==> config.mk <==
export PLATFORM = sky130hd
export DESIGN_NAME = result_argmax
export DESIGN_NICKNAME = d
export VERILOG_FILES = /design/src/rtl/result_argmax.sv
export SDC_FILE = /design/constraint.sdc
export NUM_CORES = 1
export LEC_CHECK = 0
export CAP_MARGIN = 15
export CORE_MARGIN = 8
export CORE_UTILIZATION = 50
export DETAILED_ROUTE_END_ITERATION = 8
export PLACE_DENSITY_LB_ADDON = 0.12
export SKIP_CTS_REPAIR_TIMING = 1
export SYNTH_ARGS = -nofsm -noshare
export SYNTH_HDL_FRONTEND = slang
export SYNTH_SLANG_ARGS = --single-unit
==> constraint.sdc <==
create_clock -name clk -period 2 [get_ports clk]
set_input_delay 0.3 -clock clk [delete_from_list [all_inputs] [get_ports clk]]
set_output_delay 0.3 -clock clk [all_outputs]
set_load 0.1 [all_outputs]
==> src/rtl/result_argmax.sv <==
// Argmax over num_class signed scores read back from BRAM after the final CNN layer.
// Define ARGMAX_TOP2_EN to also report the runner-up score (second_idx/second_val).
module result_argmax #(
    parameter int width        = 8,
    parameter int memaddrbit   = 14,
    parameter int num_class    = 10,
    parameter int result_addr  = 7101,
    parameter int read_latency = 1
) (
    input  logic                  clk,
    input  logic                  rst,
    input  logic                  start,
    output logic                  busy,
    output logic                  done,
    output logic                  mem_rd_en,
    output logic [memaddrbit-1:0] memaddr,
    input  logic [width-1:0]      mem_out,
    output logic [7:0]            class_idx,
    output logic [width-1:0]      max_val,
`ifdef ARGMAX_TOP2_EN
    output logic [7:0]            second_idx,
    output logic [width-1:0]      second_val,
`endif
    output logic                  valid
);

    typedef enum logic [1:0] {IDLE, READ, DRAIN, DONE} state_e;

    localparam logic [width-1:0] MOST_NEG = {1'b1, {(width-1){1'b0}}};
    localparam logic [7:0]       LAST_IDX = 8'(num_class - 1);
    localparam logic [1:0]       LAST_LAT = 2'(read_latency - 1);

    state_e                        state_q, state_d;
    logic [7:0]                    issue_cnt_q, issue_cnt_d;
    logic [1:0]                    lat_cnt_q, lat_cnt_d;
    logic [read_latency-1:0]       pipe_vld_q, pipe_vld_d;
    logic [read_latency-1:0][7:0]  pipe_idx_q, pipe_idx_d;
    logic [width-1:0]              best_val_q, best_val_d;
    logic [7:0]                    best_idx_q, best_idx_d;
    logic [7:0]                    class_idx_q, class_idx_d;
    logic [width-1:0]              max_val_q, max_val_d;
    logic                          valid_q, valid_d;
    logic [7:0]                    rx_idx;
`ifdef ARGMAX_TOP2_EN
    logic [width-1:0]              sec_val_q, sec_val_d;
    logic [7:0]                    sec_idx_q, sec_idx_d;
    logic [7:0]                    second_idx_q, second_idx_d;
    logic [width-1:0]              second_val_q, second_val_d;
`endif

    always_comb begin
        // NOTE: every always_comb output gets a default first so no path can infer a latch.
        state_d     = state_q;
        issue_cnt_d = issue_cnt_q;
        lat_cnt_d   = lat_cnt_q;
        pipe_vld_d  = pipe_vld_q;
        pipe_idx_d  = pipe_idx_q;
        best_val_d  = best_val_q;
        best_idx_d  = best_idx_q;
        class_idx_d = class_idx_q;
        max_val_d   = max_val_q;
        valid_d     = valid_q;
        rx_idx      = pipe_idx_q[read_latency-1];
`ifdef ARGMAX_TOP2_EN
        sec_val_d    = sec_val_q;
        sec_idx_d    = sec_idx_q;
        second_idx_d = second_idx_q;
        second_val_d = second_val_q;
`endif
        busy      = (state_q != IDLE);
        done      = 1'b0;
        mem_rd_en = 1'b0;
        memaddr   = '0;

        // Valid/index tags travel alongside each read so the compare sees aligned data.
        pipe_vld_d[0] = (state_q == READ);
        pipe_idx_d[0] = issue_cnt_q;
        for (int i = 1; i < read_latency; i++) begin
            pipe_vld_d[i] = pipe_vld_q[i-1];
            pipe_idx_d[i] = pipe_idx_q[i-1];
        end

        // Strict greater-than keeps the lowest index on ties.
        if (pipe_vld_q[read_latency-1]) begin
            if ($signed(mem_out) > $signed(best_val_q)) begin
`ifdef ARGMAX_TOP2_EN
                sec_val_d = best_val_q;
                sec_idx_d = best_idx_q;
`endif
                best_val_d = mem_out;
                best_idx_d = rx_idx;
            end
`ifdef ARGMAX_TOP2_EN
            else if ($signed(mem_out) > $signed(sec_val_q)) begin
                sec_val_d = mem_out;
                sec_idx_d = rx_idx;
            end
`else
`endif
        end

        case (state_q)
            IDLE: begin
                if (start) begin
                    state_d     = READ;
                    valid_d     = 1'b0;
                    issue_cnt_d = '0;
                    best_val_d  = MOST_NEG;
                    best_idx_d  = '0;
`ifdef ARGMAX_TOP2_EN
                    sec_val_d = MOST_NEG;
                    sec_idx_d = '0;
`endif
                end
            end
            READ: begin
                mem_rd_en   = 1'b1;
                memaddr     = memaddrbit'(result_addr) + memaddrbit'(issue_cnt_q);
                issue_cnt_d = issue_cnt_q + 8'd1;
                if (issue_cnt_q == LAST_IDX) begin
                    state_d   = DRAIN;
                    lat_cnt_d = '0;
                end
            end
            DRAIN: begin
                // The last compare lands on this edge, so publish the next-state best.
                if (lat_cnt_q == LAST_LAT) begin
                    state_d     = DONE;
                    class_idx_d = best_idx_d;
                    max_val_d   = best_val_d;
                    valid_d     = 1'b1;
`ifdef ARGMAX_TOP2_EN
                    second_idx_d = sec_idx_d;
                    second_val_d = sec_val_d;
`endif
                end else begin
                    lat_cnt_d = lat_cnt_q + 2'd1;
                end
            end
            DONE: begin
                done    = 1'b1;
                state_d = IDLE;
            end
            default: state_d = IDLE;
        endcase
    end

    // NOTE: sequential state uses non-blocking assignments only, so all flops update together.
    always_ff @(posedge clk or negedge rst) begin
        if (!rst) begin
            state_q     <= IDLE;
            issue_cnt_q <= '0;
            lat_cnt_q   <= '0;
            pipe_vld_q  <= '0;
            pipe_idx_q  <= '0;
            best_val_q  <= '0;
            best_idx_q  <= '0;
            class_idx_q <= '0;
            max_val_q   <= '0;
            valid_q     <= 1'b0;
`ifdef ARGMAX_TOP2_EN
            sec_val_q    <= '0;
            sec_idx_q    <= '0;
            second_idx_q <= '0;
            second_val_q <= '0;
`endif
        end else begin
            state_q     <= state_d;
            issue_cnt_q <= issue_cnt_d;
            lat_cnt_q   <= lat_cnt_d;
            pipe_vld_q  <= pipe_vld_d;
            pipe_idx_q  <= pipe_idx_d;
            best_val_q  <= best_val_d;
            best_idx_q  <= best_idx_d;
            class_idx_q <= class_idx_d;
            max_val_q   <= max_val_d;
            valid_q     <= valid_d;
`ifdef ARGMAX_TOP2_EN
            sec_val_q    <= sec_val_d;
            sec_idx_q    <= sec_idx_d;
            second_idx_q <= second_idx_d;
            second_val_q <= second_val_d;
`endif
        end
    end

    assign class_idx = class_idx_q;
    assign max_val   = max_val_q;
    assign valid     = valid_q;
`ifdef ARGMAX_TOP2_EN
    assign second_idx = second_idx_q;
    assign second_val = second_val_q;
`endif

endmodule

### After elaboration in Yosys (flattened, before gate mapping)

Index checks and enable logic that the tools add are counted.

* register bits after elaboration: 54
* output and inout bits: 34
* word-level logic and storage cells: 56
* input port bits: 11

* mux-type cells: 23
* reductions and logical operators: 11
* order comparisons: 1
* eq/ne operators: 8
* add/subtract/negate cells: 3

Operator list (count)
* $mux W8: 9
* $pmux W8 S2: 1
* $add A13 B8 Y14 const A: 1
* $mux W14: 1
* $mux W2: 5
* $reduce_and A3 Y1: 3
* $add A8 B1 Y8 const B: 1
* $eq A8 B4 Y1 const B: 1
* $gt A8 B8 Y1: 1
* $pmux W2 S4: 1
* $reduce_bool A2 Y1: 4
* $ne A2 B2 Y1 const B: 3
* $eq A2 B2 Y1 const B: 2
* $logic_not A2 Y1: 2
* $mux W1: 4
* $pmux W2 S2: 1
* $reduce_and A2 Y1: 2
* $add A2 B1 Y2 const B: 1
* $eq A2 B1 Y1 const B: 1
* $ne A2 B1 Y1 const B: 1
* $pmux W1 S2: 1

### Logic depth before layout (Yosys ltp)

* depth in word-level cells: 5
* depth in mapped cells: 8
* gate-level depth less buffers: 7

### Least setup slack after synthesis

OpenSTA, ideal clock, no wires.

* kind: register -> output
* from: register state_q[1]
* to: output port memaddr[9]
* arrival time: 4.092 ns
* required time: 1.700 ns
* cell stages (with the launch flop): 6
* path buffers: 1
* setup slack: -2.392 ns
* cells stage by stage: dfrtp_1 inv_1 ha_1 inv_1 buf_1 a211oi_1

* word-level cells in the longest chain between the ends: 2

Ends and longest elaborated chain
* start: declaration: line 33 `state_e state_q, state_d;`
* start signal: assignment: line 168 `state_q <= state_d;`
* $eq A2 B1 Y1: line 102 `case (state_q)`
* $mux W14: line 102
* end: declaration: line 16 `output logic [memaddrbit-1:0] memaddr,`

Every way passes these cells.

### Final worst setup path

* from: register best_val_q[5]
* to: register best_idx_q[3]

* word-level cells in the longest chain between the ends: 5

Ends and longest elaborated chain
* start: declaration: line 38 `logic [width-1:0] best_val_q, best_val_d;`
* start signal: assignment: line 173 `best_val_q <= best_val_d;`
* $gt A8 B8 Y1 *: line 85 `if ($signed(mem_out) > $signed(best_val_q)) begin`
* $mux W8 *: line 85
* $mux W8 *: line 84 `if (pipe_vld_q[read_latency-1]) begin`
* $mux W8: line 104 `if (start) begin`
* $mux W8 *: line 102
* net best_idx_d[3]: line 39 `logic [7:0] best_idx_q, best_idx_d;`
* end signal: assignment: line 174 `best_idx_q <= best_idx_d;`
* end: declaration: line 39

The timed path passes the listed nets; every way through them passes the cells marked *.
A chain may end at the register's enable or synchronous reset.

==> results.md <==
* Slowest cell on crit path: a211o_1
* Total CTS buffers at 5
* Fill count at 299
* Post-synth EDFFs at 0
* Post-layout util at 0.811
* CP Data Arrival Time at 2550 ps
* Hpwl dp at 4.25 mm
* Via-to-Cell Ratio at 5.47
* Share of cells above drive strength 1 at 0.474
* GR Overflow Total at 0
* Yosys cell types at 42
* CP required at 2240 ps
* Pin count of the biggest net entering global routing at 34
* Input/output buffers at 43
* Vias at 2297
* Final instance area at 4190 µm²
* Most common cell after layout, fill and taps aside: dfrtp_1
* Die Height at 89.6 µm
* Period utilization at 1.15
* Hold crit path type: in -> reg
* CP cell instances: inv_1, ha_1, a21o_1, a2111oi_4, a211o_1, buf_6, buf_12, or3b_4, a21oi_2
* Die W at 89.6 µm
* Setup WS post-layout at -307 ps
* Row count at 26
* Area Overhead vs Synth at 54.9%
* Top Ports at 45
* Routability cong. at 0.804
* Sequential area share after synthesis at 0.499
* Total track usage at 0.153
* Number of global-route vias before repair at 2132
* Synthesized area per cell at 9.88 µm²
* Max-cap violations at 0
* CTS Sinks at 54
* Initial antenna violation count at 0
* Final Hold Fails at 0
* Run status: complete, but fails checks
* Buffer depth of the longest clock path at 2
* Clock latency on the worst-skew pair at 320 ps
* Violated checks: setup timing
* WL per Instance at 16.6 µm
* Clk slew on worst S/H paths at 120 ps
* Antenna Cells at 0
* CP startpoint kind: register
* Slew @ Worst Pin at 518 ps
* Async SR Flop Fraction at 1.00
* Post-synthesis net count at 300
* Htree depth at 2
* Post-Route WL at 6.99 mm
* Peak Freq at 433 MHz
* Initial Util at 0.523
* RSZ-0062 raised after global routing: true
* Synthesized area at 2710 µm²
* Nets at 375
* Synthesis Warnings at 0
* Critical Path Sink Type: register
* Die area at 8030 µm²
* Max-slew headroom at 0.654
* Ys flop type: dfrtp_1
* Pre-Repair DR Iteration Count at 5
* # setup viols final at 39
* Most frequent cells in the layout: dfrtp_1 (53), buf_4 (45), nor2_1 (24)
* Gate Count Post-Synth at 274
* Sequential cell area at 1350 µm²
* Global-route wire length before repair at 9.69 mm
* DRT iter0 DRCs at 91
* CP delay by family, top: compound AO/OA/AOI/OAI gates
* Clk_skew at 19.0 ps
* Placed cell area at 3530 µm²
* CP max stage delay at 410 ps
* Residual DRC at 0
* Synthesized flop and latch total at 54
* Final Max Slew Viols at 0
* Clk root buf: clkbuf_8
* CP bufs+invs at 3
* CTS tree: yes
* CORE AREA at 5170 µm²
* Tmin final at 2310 ps
* Critical path type: reg -> reg
* Final ANT Viol Nets at 0
* Crit Path Max Fanout at 7
* Multi-input gate area at 1580 µm²
==> metrics by stage <==
step | setup TNS (ps) | hold slack [ps] | cells | setup WS, ps
2_1_floorplan | -1310 | 4.41 | 274 | -402
6_report | -6500 | 455 | 420 | -307
5_1_grt | -9930 | 458 | 420 | -381
4_1_cts | -4020 | -33.4 | 396 | -299
3_5_place_dp | -12480 | 304 | 388 | -478
3_3_place_gp | -10950 | 302 | 388 | -415
==> routing by layer <==
metal,vias to the layer above,wire [µm],track usage
met5,-,0,0
met4,0,116,0.0468
met3,12,316,0.0382
met2,48,3520,0.247
met1,1138,3040,0.197
li1,1099,-,-
==> layout make-up <==
cell class,instances,share of cell area
Sequential cell,54,0.322
Tap cell,70,0.0209
Multi-Input combinational cell,179,0.376
Clock inverter,3,0.00686
Timing Repair Buffer,91,0.241
Clock buffer,5,0.0164
Inverter,18,0.0170
==> worst min-delay path, stage by stage <==
cell and delay, ps:
dlymetal6s2s_1 140, or3b_4 250, a21oi_2 50
==> Yosys cell counts, types with 6 or more instances <==
master    count  area, µm²
nor2_1       31        116
a21oi_1      21        105
a31oi_1      17        106
nand2_1      10       37.5
o21ai_0      17       85.1
nor3_1        6       30.0
ha_1         15        188
clkbuf_1     10       37.5
buf_4         7       52.6
dfrtp_1      54       1350
inv_1        18       67.6
or3b_1       13        114
==> state kept, by name, summed over array words and instances, names as in the netlist <==
name / count
best_val_q: 8
pipe_vld_q: 1
lat_cnt_q: 2
max_val: 8
issue_cnt_q: 8
state_q: 2
best_idx_q: 8
valid: 1
class_idx: 8
pipe_idx_q: 8
==> final timing paths <==
check                              start       endpoint  slack [ps]  depth (start not counted)
setup / recovery           best_val_q[5]  best_idx_q[3]        -310                          9
min in group asynchronous            rst  best_val_q[3]         490                          2
max in group asynchronous            rst  pipe_idx_q[0]         970                          3
setup reg to reg           best_val_q[5]  best_idx_q[3]        -310                          9
hold reg to reg             lat_cnt_q[0]   lat_cnt_q[0]         520                          1
hold / removal                mem_out[5]  best_val_q[5]         460                          3
==> kinds of logic (layout without fill, tap and decap cells) <==
family | after synthesis | after routing | synth area share
AOI/OAI and AO/OA | 74 | 74 | 0.171
xor gates and xnor gates | 6 | 6 | 0.0194
adders and majority gates | 15 | 15 | 0.0693
buffers and inverters | 41 | 117 | 0.0684
DFF | 54 | 54 | 0.499
muxes | 3 | 3 | 0.0116
other | 1 | 1 | 0.00138
and+or+nand+nor | 80 | 80 | 0.160
Power is not shown: default switching activity piles up to over one toggle a cycle in this logic, so the estimate is an artifact.
